File: config.mk
export PLATFORM = sky130hd
export DESIGN_NAME = time_keeper
export DESIGN_NICKNAME = d
export VERILOG_FILES = /design/src/rtl/time_keeper.sv
export SDC_FILE = /design/constraint.sdc
export NUM_CORES = 1
export LEC_CHECK = 0
export CORE_UTILIZATION = 49
export DETAILED_ROUTE_END_ITERATION = 16
export PLACE_DENSITY = 0.78
export SLEW_MARGIN = 40
export SYNTH_ARGS = -nofsm -noshare
export SYNTH_HDL_FRONTEND = slang
export SYNTH_SLANG_ARGS = --single-unit
File: constraint.sdc
create_clock -name mclk -period 3 [get_ports mclk]
set_clock_uncertainty 0.05 [all_clocks]
set_input_delay 0.75 -clock mclk [delete_from_list [all_inputs] [get_ports mclk]]
set_output_delay 0.75 -clock mclk [all_outputs]
set_load 0.02 [all_outputs]
File: src/rtl/time_keeper.sv
// time_keeper: time-of-day and alarm counters, alarm ring control and
// registered 24h/12h display values for the downstream display driver.
module time_keeper #(
    parameter int unsigned MFREQ_KHZ    = 1,
    parameter int unsigned RING_SECONDS = 60
) (
    input  logic       mclk,
    input  logic       rst,
    input  logic [1:0] clk_mode,
    input  logic [1:0] timer_mode,
    input  logic [5:0] vButton,
    output logic [4:0] hours,
    output logic [5:0] minutes,
    output logic [5:0] seconds,
    output logic [4:0] alarm_hours,
    output logic [5:0] alarm_minutes,
    output logic       tick_1hz,
    output logic       alarm_ring,
    output logic [4:0] disp_hours,
    output logic [5:0] disp_minutes,
    output logic [5:0] disp_seconds,
    output logic       disp_pm
);

    localparam int unsigned PRESC_W = 32;
    localparam int unsigned DIV     = MFREQ_KHZ * 1000;
    localparam int unsigned RING_W  = (RING_SECONDS > 1) ? $clog2(RING_SECONDS) : 1;

    localparam logic [1:0] MODE_SET_TIME  = 2'd1;
    localparam logic [1:0] MODE_SET_ALARM = 2'd2;

    logic [PRESC_W-1:0] presc;
    logic [RING_W-1:0]  ring_cnt;

    logic       set_time_c;
    logic       set_alarm_c;
    logic       btn_en_c;
    logic       tick_c;
    logic       trig_c;
    logic       cancel_c;
    logic [4:0] hours_nx_c;
    logic [5:0] minutes_nx_c;
    logic [5:0] seconds_nx_c;
    logic [4:0] src_hours_c;
    logic [5:0] src_minutes_c;
    logic [5:0] src_seconds_c;
    logic [4:0] disp_hours_c;
    logic       disp_pm_c;

    // vButton[5] carries nothing for this block.
    logic unused_vbutton;
    assign unused_vbutton = vButton[5];

    // Mode decode, second tick, next time-of-day and alarm trigger/cancel.
    always_comb begin
        set_time_c   = (clk_mode == MODE_SET_TIME);
        set_alarm_c  = (clk_mode == MODE_SET_ALARM);
        btn_en_c     = (timer_mode == 2'd0);
        tick_c       = !set_time_c && (presc == PRESC_W'(DIV - 1));
        hours_nx_c   = hours;
        minutes_nx_c = minutes;
        seconds_nx_c = seconds;

        if (tick_c) begin
            if (seconds == 6'd59) begin
                seconds_nx_c = '0;
                if (minutes == 6'd59) begin
                    minutes_nx_c = '0;
                    hours_nx_c   = (hours == 5'd23) ? '0 : hours + 5'd1;
                end else begin
                    minutes_nx_c = minutes + 6'd1;
                end
            end else begin
                seconds_nx_c = seconds + 6'd1;
            end
        end

        // The prescaler is held in set-time mode, so no tick competes here.
        if (set_time_c && btn_en_c) begin
            if (vButton[0]) minutes_nx_c = (minutes == 6'd59) ? '0 : minutes + 6'd1;
            if (vButton[1]) hours_nx_c   = (hours == 5'd23) ? '0 : hours + 5'd1;
            if (vButton[2]) seconds_nx_c = '0;
        end

        trig_c   = tick_c && vButton[4] && !set_time_c &&
                   (hours_nx_c == alarm_hours) && (minutes_nx_c == alarm_minutes) &&
                   (seconds_nx_c == 6'd0);
        cancel_c = !vButton[4] || set_time_c;
    end

    // Prescaler, time counters, alarm registers and ring state.
    always_ff @(posedge mclk) begin
        if (rst) begin
            presc         <= '0;
            tick_1hz      <= 1'b0;
            hours         <= '0;
            minutes       <= '0;
            seconds       <= '0;
            alarm_hours   <= '0;
            alarm_minutes <= '0;
            alarm_ring    <= 1'b0;
            ring_cnt      <= '0;
        end else begin
            presc    <= (set_time_c || tick_c) ? '0 : presc + PRESC_W'(1);
            tick_1hz <= tick_c;
            hours    <= hours_nx_c;
            minutes  <= minutes_nx_c;
            seconds  <= seconds_nx_c;

            if (set_alarm_c && btn_en_c) begin
                if (vButton[0]) alarm_minutes <= (alarm_minutes == 6'd59) ? '0 : alarm_minutes + 6'd1;
                if (vButton[1]) alarm_hours   <= (alarm_hours == 5'd23) ? '0 : alarm_hours + 5'd1;
            end

            if (cancel_c) begin
                alarm_ring <= 1'b0;
            end else if (trig_c) begin
                alarm_ring <= 1'b1;
                ring_cnt   <= '0;
            end else if (alarm_ring && tick_c) begin
                if (ring_cnt == RING_W'(RING_SECONDS - 1)) begin
                    alarm_ring <= 1'b0;
                end else begin
                    ring_cnt <= ring_cnt + RING_W'(1);
                end
            end
        end
    end

    // Display source selection and 12h conversion.
    always_comb begin
        src_hours_c   = set_alarm_c ? alarm_hours : hours;
        src_minutes_c = set_alarm_c ? alarm_minutes : minutes;
        src_seconds_c = set_alarm_c ? 6'd0 : seconds;
        disp_hours_c  = src_hours_c;
        disp_pm_c     = 1'b0;
        if (vButton[3]) begin
            disp_pm_c = (src_hours_c >= 5'd12);
            if (src_hours_c == 5'd0) begin
                disp_hours_c = 5'd12;
            end else if (src_hours_c > 5'd12) begin
                disp_hours_c = src_hours_c - 5'd12;
            end
        end
    end

    // Display registers, one cycle behind the counters.
    always_ff @(posedge mclk) begin
        if (rst) begin
            disp_hours   <= '0;
            disp_minutes <= '0;
            disp_seconds <= '0;
            disp_pm      <= 1'b0;
        end else begin
            disp_hours   <= disp_hours_c;
            disp_minutes <= src_minutes_c;
            disp_seconds <= src_seconds_c;
            disp_pm      <= disp_pm_c;
        end
    end

endmodule

## Word-level counts from Yosys, hierarchy flattened

Index checks and enable logic that the tools add are counted.

| storage, ports and cells | value |
|---|---|
| logic and storage cells | 91 |
| flip-flop bits (word level) | 86 |
| output and inout bits | 48 |
| input bits | 12 |

| operators by class | value |
|---|---|
| magnitude comparators | 2 |
| muxes and demuxes | 28 |
| bitwise logic cells | 2 |
| equal/unequal tests | 12 |
| add/sub/neg operators | 8 |
| reduce and logical (&&, ||, !) cells | 26 |

Operators by type and width:

| operator | count |
|---|---|
| 6-bit two-way mux | 14 |
| 5-bit two-way mux | 11 |
| 32-bit by 1-bit adder with 32-bit output (second input constant) | 1 |
| 32-bit by 10-bit equality test with 1-bit output (second input constant) | 1 |
| 6-bit by 1-bit adder with 6-bit output (second input constant) | 4 |
| 6-bit equality test (second input constant) | 4 |
| 5-bit by 1-bit adder with 5-bit output (second input constant) | 2 |
| 5-bit equality test (second input constant) | 2 |
| 1-bit logical AND | 9 |
| 2-bit OR reduction | 4 |
| 6-bit equality test | 1 |
| 6-bit logical NOT | 1 |
| 2-bit AND reduction | 3 |
| 5-bit equality test | 1 |
| 5-bit by 4-bit >= comparator with 1-bit output (second input constant) | 1 |
| 5-bit by 4-bit greater-than comparator with 1-bit output (second input constant) | 1 |
| 5-bit logical NOT | 1 |
| 5-bit by 4-bit subtractor with 5-bit output (second input constant) | 1 |
| 2-bit nonzero test | 2 |
| 1-bit two-way mux | 3 |
| 3-bit AND reduction | 1 |
| 2-bit by 1-bit equality test with 1-bit output (second input constant) | 1 |
| 2-bit equality test (second input constant) | 1 |
| 1-bit logical NOT | 2 |
| other kinds (4) | 6 |

## Logic depth before layout (Yosys ltp)

Gate-level depths: netlist of the first run.

| depth | value |
|---|---|
| word-level depth | 13 |
| gate-level depth with buffers | 11 |
| gate-level depth less buffers | 10 |

## Worst setup path before layout of the first run

Ideal clock, no wire load.

| path | value |
|---|---|
| path type | reg-to-reg |
| from | register presc[0] |
| to | register ring_cnt[0] |
| stages on the path, launching flop included | 12 |
| setup time | 131 ps |
| buffers on the path | 1 |
| data arrival time | 3054 ps |
| path slack | -235 ps |
| path through | dfxtp_1 > ha_1 > nor4b_2 > nand4_2 > or3_1 > buf_2 > o21ai_1 > nand2_1 > xnor3_1 > or4_4 > nor4_4 > nor3_1 |

| between the ends | value |
|---|---|
| word-level cells in the longest chain between the ends | 11 |
| elaborated cells between the ends (all ways) | 24 |
| those cells by class | eq/ne (4); mux (10); reduce/logical (10) |

Ends and longest elaborated chain:

| what | RTL line | text |
|---|---|---|
| start, declared | 32 | `logic [PRESC_W-1:0] presc;` |
| start signal, assigned | 104 | `presc <= (set_time_c \|\| tick_c) ? '0 : presc + PRESC_W'(1);` |
| 32-bit by 10-bit equality test with 1-bit output (*) | 59 | `tick_c = !set_time_c && (presc == PRESC_W'(DIV - 1));` |
| 1-bit logical AND (*) | 59 |  |
| 5-bit two-way mux | 64 | `if (tick_c) begin` |
| 5-bit two-way mux | 81 | `if (vButton[1]) hours_nx_c = (hours == 5'd23) ? '0 : hours + 5'd1;` |
| 5-bit two-way mux | 79 | `if (set_time_c && btn_en_c) begin` |
| 5-bit equality test | 86 | `(hours_nx_c == alarm_hours) && (minutes_nx_c == alarm_minutes) &&` |
| 1-bit logical AND | 85 | `trig_c = tick_c && vButton[4] && !set_time_c &&` |
| 1-bit logical AND (2 in a row) | 86 |  |
| 2-bit != test (no line) / 2-bit nonzero test (equally long branches) | -- |  |
| 3-bit AND reduction (no line) | -- |  |
| end signal, assigned | 124 | `ring_cnt <= ring_cnt + RING_W'(1);` |
| end, declared | 33 | `logic [RING_W-1:0] ring_cnt;` |

Every way passes the cells marked *; elsewhere a longest branch is shown, timed or not.
A chain may end at the register's enable or synchronous reset.

## Worst setup path in the final report of the first run

| path | value |
|---|---|
| from | register minutes[0] |
| to | register ring_cnt[2] |

| between the ends | value |
|---|---|
| word-level cells in the longest chain between the ends | 12 |
| elaborated cells between the ends (all ways) | 21 |
| those cells by class | add/sub (1); eq/ne (4); mux (11); reduce/logical (5) |

Ends and longest elaborated chain:

| what | RTL line | text |
|---|---|---|
| start, declared | 13 | `output logic [5:0] minutes,` |
| start signal, assigned | 107 | `minutes <= minutes_nx_c;` |
| branches (longest 8 deep; another with 6-bit by 1-bit adder with 6-bit output) | -- |  |
| 1-bit logical AND (*) (2 in a row) | 86 |  |
| 2-bit != test (no line) / 2-bit nonzero test (equally long branches) | -- |  |
| 3-bit AND reduction (no line) | -- |  |

Every way passes the cells marked *.

==> results_dict.tcl, run 1 <==
set metrics [dict create \
    r2r_cells 11 \
    status "finished with violations" \
    max_slew_margin 0.587 \
    hpwlAfterDp_um 8360 \
    clk_pin_slew_ns 0.09 \
    place_congestion 0.898 \
    power.share.switching 0.233 \
    combPwrFrac 0.062 \
    clock_latency_ns 0.36 \
    top_usage_layer "met2" \
    fin_crit_sh 1.03 \
    clock_sinks 86 \
    finalCriticalPeriod_ns 3.09 \
    holdPathStages 2 \
    std_cell_rows 33 \
    grt_pass1_wl_um 18400 \
    leakage_nw 2.16 \
    ys_warn_count 0 \
    core_um2 8340 \
    wire_per_inst_um 15.2 \
    post_drt_via_cell_ratio 5.50 \
    cp-end-kind "flop" \
    synth_area_um2 4300 \
    required_ns 3.17 \
    synth_area_per_cell_um2 8.27 \
    fp.dieW_um 95.7 \
    synth_top_area_share 0.400 \
    drc_errors 0 \
    grt_usage 0.260 \
    clock-root-buffer "clkbuf_8" \
    finalHoldViolCount 0 \
    wirelength_um 11400 \
    setup_viol 6 \
    dr.pass1.iters 5 \
    rsz0062_at_grt "true" \
    synth_area_leaders "dfxtp_1, nor2_1, xor2_1, nand2_1, xnor2_1" \
    p_int_w 0.00166 \
    ys_ff_latch 86 \
    arrival_ns 3.26 \
    drt_iter0_drc 222 \
    violations "negative setup slack" \
    grt_util_met2 0.430 \
    rr_endpoint "ring_cnt[2]" \
    die-area_um2 9160 \
    finalInstanceArea_um2 5820 \
    max_slew.worst_pin.slew_ns 0.615 \
    peakVddDrop_mv 0.230 \
    ys.flop_type "dfxtp_1" \
    finalWorstSetupSlack_ns -0.0884 \
    postRouteAntennaNets 0 \
    cts_buffers 9 \
    maxCapViolations 0 \
    vias 4112 \
    io_buffers 58 \
    syn_inst 520 \
    synth_cell_types 54 \
    power_density_nw_per_um2 372 \
    nets 659 \
    holdPathEnd "presc[0]" \
    io_pins 60 \
    met1_usage 0.349 \
    maxSlewViolCount 0 \
    cts_tree "done" \
    cts_htree_levels 3 \
    r2r_setup_slack_ns -0.09 \
    reg2reg_from "minutes[0]" \
    hold_path.class "reg2reg" \
    synth_edf_count 0 \
    async_reset_ff_frac 0 \
    start_util 0.516 \
    die_h_um 95.7 \
    met3_usage 0.0427 \
    drive_gt1_frac 0.205 \
    seqPwrFrac 0.532 \
    worstSetupPathType "reg2reg" \
    cts_buffer_depth 2 \
    tns_ns -0.466 \
    first_global_vias 3852 \
    synth_fp_nets 541 \
    switchingPower_w 0.000504 \
    max_freq_ghz 0.324 \
    mostFrequentLayoutCells "nor2_1, dfxtp_1, buf_4, clkdlybuf4s50_1, nand2_1" \
    place_area_um2 5510 \
    grt_antenna_before_repair 0 \
    synth.largest_area_cell "dfxtp_1" \
    grt_max_degree 44 \
    critical_path.max_fanout 6 \
    startpoint_type "flop" \
    cts_hold_buffers 0 \
    antennaDiodeCount 0 \
    ys_seq_area_frac 0.400 \
    area.growth.synth_to_final_pct 35.4 \
    gr-total-overflow 0 \
    p_clk_frac 0.406 \
    min_from "presc[0]" \
]
## worst max-delay path, cell delays in order (launching register included)
cell and delay [ns]:
dfxtp_4 0.37, ha_4 0.14, nand4_1 0.15, or4_4 0.60
nor4_4 0.19, o2111ai_2 0.13, mux2_2 0.32, xor2_1 0.16
or4_4 0.44, nor4_4 0.16, buf_4 0.18, nor3_1 0.05
## sequential cells by signal, summed over array words and instances, names as in the netlist
name and count:
presc 32, tick_1hz 1, disp_pm 1, ring_cnt 6, disp_hours 5, alarm_hours 5
alarm_ring 1, disp_minutes 6, minutes 6, alarm_minutes 6, disp_seconds 6, seconds 6
hours 5
## cells in the mapped netlist (4+ instances only)
master,n
inv_1,14
or3_1,9
and2_1,6
and3_1,7
nor2b_1,7
o21ai_1,4
ha_1,9
nor4_1,7
buf_2,4
nand4_1,18
and4_1,4
mux2i_1,10
nor3_1,20
dfxtp_1,86
nand2b_1,5
a21oi_1,21
clkbuf_1,20
o21ai_0,14
nand3_1,24
nand2_1,56
nor2_1,77
xor2_1,29
xnor2_1,22
## worst max-delay path by stage
stage	to	cells past startpoint	slack [ns]	startpoint
floorplan	ring_cnt[0]	11	0.004	presc[1]
global placement	ring_cnt[4]	10	-0.54	clk_mode[0]
detailed placement	ring_cnt[5]	10	-0.60	clk_mode[0]
CTS	ring_cnt[2]	11	-0.05	minutes[0]
global route	ring_cnt[2]	11	-0.21	minutes[0]
finish	ring_cnt[2]	11	-0.09	minutes[0]
## power groups by stage
| stage | registers (W) | logic (W) | clock network [W] |
|---|---|---|---|
| after CTS | 0.00115 | 0.000131 | 0.000884 |
| after detailed placement | 0.00118 | 0.000128 | 0 |
| after global routing | 0.00115 | 0.000143 | 0.000942 |
| final | 0.00115 | 0.000134 | 0.000879 |
| after global placement | 0.00118 | 0.000125 | 0 |
| after floorplan | 0.00119 | 0.0000602 | 0 |
## area by class of cell
type	count	area, um^2
Tap cell	105	131
Sequential cell	86	1740
Clock inverter	4	52.6
Clock buffer	12	165
Inverter	14	52.6
Timing Repair Buffer	132	1140
Fill cell	635	2520
Multi-Input combinational cell	395	2540
## metal layers
metal	share of wire	vias up
li1	-	2045
met1	0.47	1938
met2	0.47	112
met3	0.044	17
met4	0.014	0
met5	0	-
## cell families (layout without fill, tap and decap cells)
group,Yosys count,count (layout),synth area share
adders and majority gates,9,9,0.0262
AOI/OAI and AO/OA,60,60,0.0846
buffers and inverters,39,162,0.0361
DFF,86,86,0.400
xor gates and xnor gates,52,52,0.109
and+or+nand+nor,263,263,0.318
muxes,11,11,0.0259
## what timing repair did
action | 4_1_cts | 5_1_grt
pin swaps | 9 | 6
setup endpoints to repair | 7 | 8
setup buffers | 2 | 2
resized for setup | 9 | 6
## through the flow
stage	hold slack, ns	power [W]	std cells	utilization	setup slack [ns]
final	0.467	0.00217	748	0.698	-0.0884
after global routing	0.484	0.00224	748	0.698	-0.213
after CTS	0.470	0.00217	746	0.694	-0.0533
after detailed placement	0.453	0.00131	728	0.661	-0.605
after global placement	0.438	0.00130	728	0.661	-0.545
after floorplan	0.360	0.00125	520	-	0.00383
(Power assumes the default switching activity.)
==> run 2: changes to the inputs <==
--- a/config.mk
+++ b/config.mk
@@ -5,9 +5,10 @@
 export SDC_FILE = /design/constraint.sdc
 export NUM_CORES = 1
 export LEC_CHECK = 0
-export CORE_UTILIZATION = 49
+export CORE_MARGIN = 4
+export CORE_UTILIZATION = 59
 export DETAILED_ROUTE_END_ITERATION = 16
-export PLACE_DENSITY = 0.78
+export PLACE_DENSITY = 0.95
 export SLEW_MARGIN = 40
 export SYNTH_ARGS = -nofsm -noshare
 export SYNTH_HDL_FRONTEND = slang
==> constraint.sdc (replaced) <==
create_clock -name mclk -period 3.9 [get_ports mclk]
set_clock_uncertainty 0.05 [all_clocks]
set_input_delay 0.975 -clock mclk [delete_from_list [all_inputs] [get_ports mclk]]
set_output_delay 0.975 -clock mclk [all_outputs]
set_load 0.02 [all_outputs]
==> results_dict.tcl, run 2 (synthesis gave the netlist of run 1 again) <==
set metrics [dict create \
    post_drt_via_cell_ratio 6.06 \
    startpoint_type "flop" \
    first_global_vias 3927 \
    holdPathStages 1 \
    power_density_nw_per_um2 331 \
    place_congestion 0.910 \
    switchingPower_w 0.000376 \
    p_clk_frac 0.438 \
    cts_resized 0 \
    drive_gt1_frac 0.0759 \
    wirelength_um 11300 \
    met3_usage 0.0563 \
    clock_sinks 86 \
    io_pins 60 \
    tns_ns 0 \
    grt_usage 0.269 \
    die_h_um 93.4 \
    cts_buffer_depth 2 \
    gr-total-overflow 0 \
    seqPwrFrac 0.512 \
    std_cell_rows 30 \
    drt_iter0_drc 436 \
    power.share.switching 0.217 \
    core_um2 6940 \
    worstSetupPathType "reg2reg" \
    fillers 453 \
    finalCriticalPeriod_ns 3.62 \
    arrival_ns 3.79 \
    top_usage_layer "met2" \
    maxCapViolations 0 \
    cts_tree "done" \
    dr.pass1.iters 6 \
    grt_util_met2 0.436 \
    p_int_w 0.00136 \
    final_util 0.755 \
    finalHoldViolCount 0 \
    drc_errors 0 \
    status "finished, final reports clean" \
    r2r_setup_slack_ns 0.28 \
    combPwrFrac 0.049 \
    maxSlewViolCount 0 \
    clk_pin_slew_ns 0.09 \
    grt_max_degree 44 \
    pre_cts_slack_ns -0.0473 \
    largest-register "presc" \
    critical_path.max_fanout 6 \
    fp.dieW_um 93.4 \
    grt_antenna_before_repair 0 \
    multi_input_area_um2 2440 \
    final_common_cell "dfxtp_1" \
    met1_usage 0.339 \
    io_buffers 58 \
    antennaDiodeCount 0 \
    mostFrequentLayoutCells "dfxtp_1, nor2_1, clkdlybuf4s50_1, nand2_1, xor2_1" \
    cts_buffers 9 \
    max_freq_ghz 0.277 \
    start_util 0.619 \
    seq_area_um2 1720 \
    rsz0062_at_grt "false" \
    cts_hold_buffers 0 \
    finalWorstSetupSlack_ns 0.284 \
    max_slew.worst_pin.slew_ns 0.778 \
    max_slew_margin 0.479 \
    fin_crit_sh 0.927 \
    nets 596 \
    cts_htree_levels 3 \
    post_cts_buffers 0 \
    die-area_um2 8720 \
    grt_pass1_wl_um 18500 \
    vias 4096 \
    area.growth.synth_to_final_pct 21.9 \
    r2r_cells 12 \
    postRouteAntennaNets 0 \
    rr_endpoint "ring_cnt[1]" \
    hpwlAfterDp_um 7940 \
    hold_path.class "reg2reg" \
    largest_reg_flops 32 \
    reg2reg_from "presc[0]" \
    peakVddDrop_mv 0.261 \
    setup_viol 0 \
    leakage_nw 1.83 \
    wire_per_inst_um 16.7 \
    required_ns 4.08 \
    clock_latency_ns 0.36 \
    cp-end-kind "flop" \
    holdPathEnd "presc[0]" \
    min_from "presc[0]" \
    clock-root-buffer "clkbuf_8" \
]
## run 2: final cells by class
| class | count | share of cell area |
|---|---|---|
| Multi-Input combinational cell | 395 | 0.465 |
| Clock buffer | 11 | 0.0270 |
| Clock inverter | 5 | 0.0203 |
| Inverter | 14 | 0.0100 |
| Tap cell | 96 | 0.0229 |
| Sequential cell | 86 | 0.328 |
| Timing Repair Buffer | 69 | 0.126 |
## run 2: per-layer routing
layer	routed length, um	up-vias
met3	1050	41
met1	4550	1893
met5	0	-
met4	344	0
li1	-	1922
met2	5360	240
## run 2: stage by stage
| step | hold WS (ns) | power (W) | std cells | cell area (um^2) |
|---|---|---|---|---|
| 3_3_place_gp | 0.388 | 0.000990 | 660 | 4990 |
| 5_1_grt | 0.460 | 0.00179 | 676 | 5240 |
| 4_1_cts | 0.428 | 0.00174 | 676 | 5240 |
| 3_5_place_dp | 0.407 | 0.000993 | 660 | 4990 |
| 2_1_floorplan | 0.380 | 0.000957 | 520 | 4300 |
| 6_report | 0.426 | 0.00174 | 676 | 5240 |
## run 2: worst max-delay path, stage by stage (launching register included)
cell and delay, ns:
dfxtp_1 0.38, ha_1 0.24, nor4b_2 0.31, nand4_2 0.30, or3_1 0.48, o21ai_1 0.32, buf_4 0.22, mux2i_1 0.28
xor2_1 0.22, nand4_1 0.19, nor4_4 0.25, buf_4 0.19, nor3_1 0.06
## run 2: how the worst max path moves through the flow
stage           startpoint          end  slack, ns  cells past startpoint
6_report          presc[0]  ring_cnt[1]       0.28                     12
5_1_grt           presc[0]  ring_cnt[2]        0.1                     12
4_1_cts        clk_mode[0]  ring_cnt[4]       0.23                     11
3_5_place_dp   clk_mode[0]  ring_cnt[4]      -0.05                     10
3_3_place_gp   clk_mode[0]  ring_cnt[3]      -0.01                     10
2_1_floorplan  clk_mode[0]  ring_cnt[0]       0.56                      9
## run 2: power groups by stage
| stage | registers (W) | clock network [W] | logic, W |
|---|---|---|---|
| 6_report | 0.000890 | 0.000762 | 0.0000854 |
| 3_3_place_gp | 0.000910 | 0 | 0.0000797 |
| 2_1_floorplan | 0.000912 | 0 | 0.0000446 |
| 5_1_grt | 0.000891 | 0.000804 | 0.0000921 |
| 3_5_place_dp | 0.000911 | 0 | 0.0000823 |
| 4_1_cts | 0.000890 | 0.000762 | 0.0000837 |
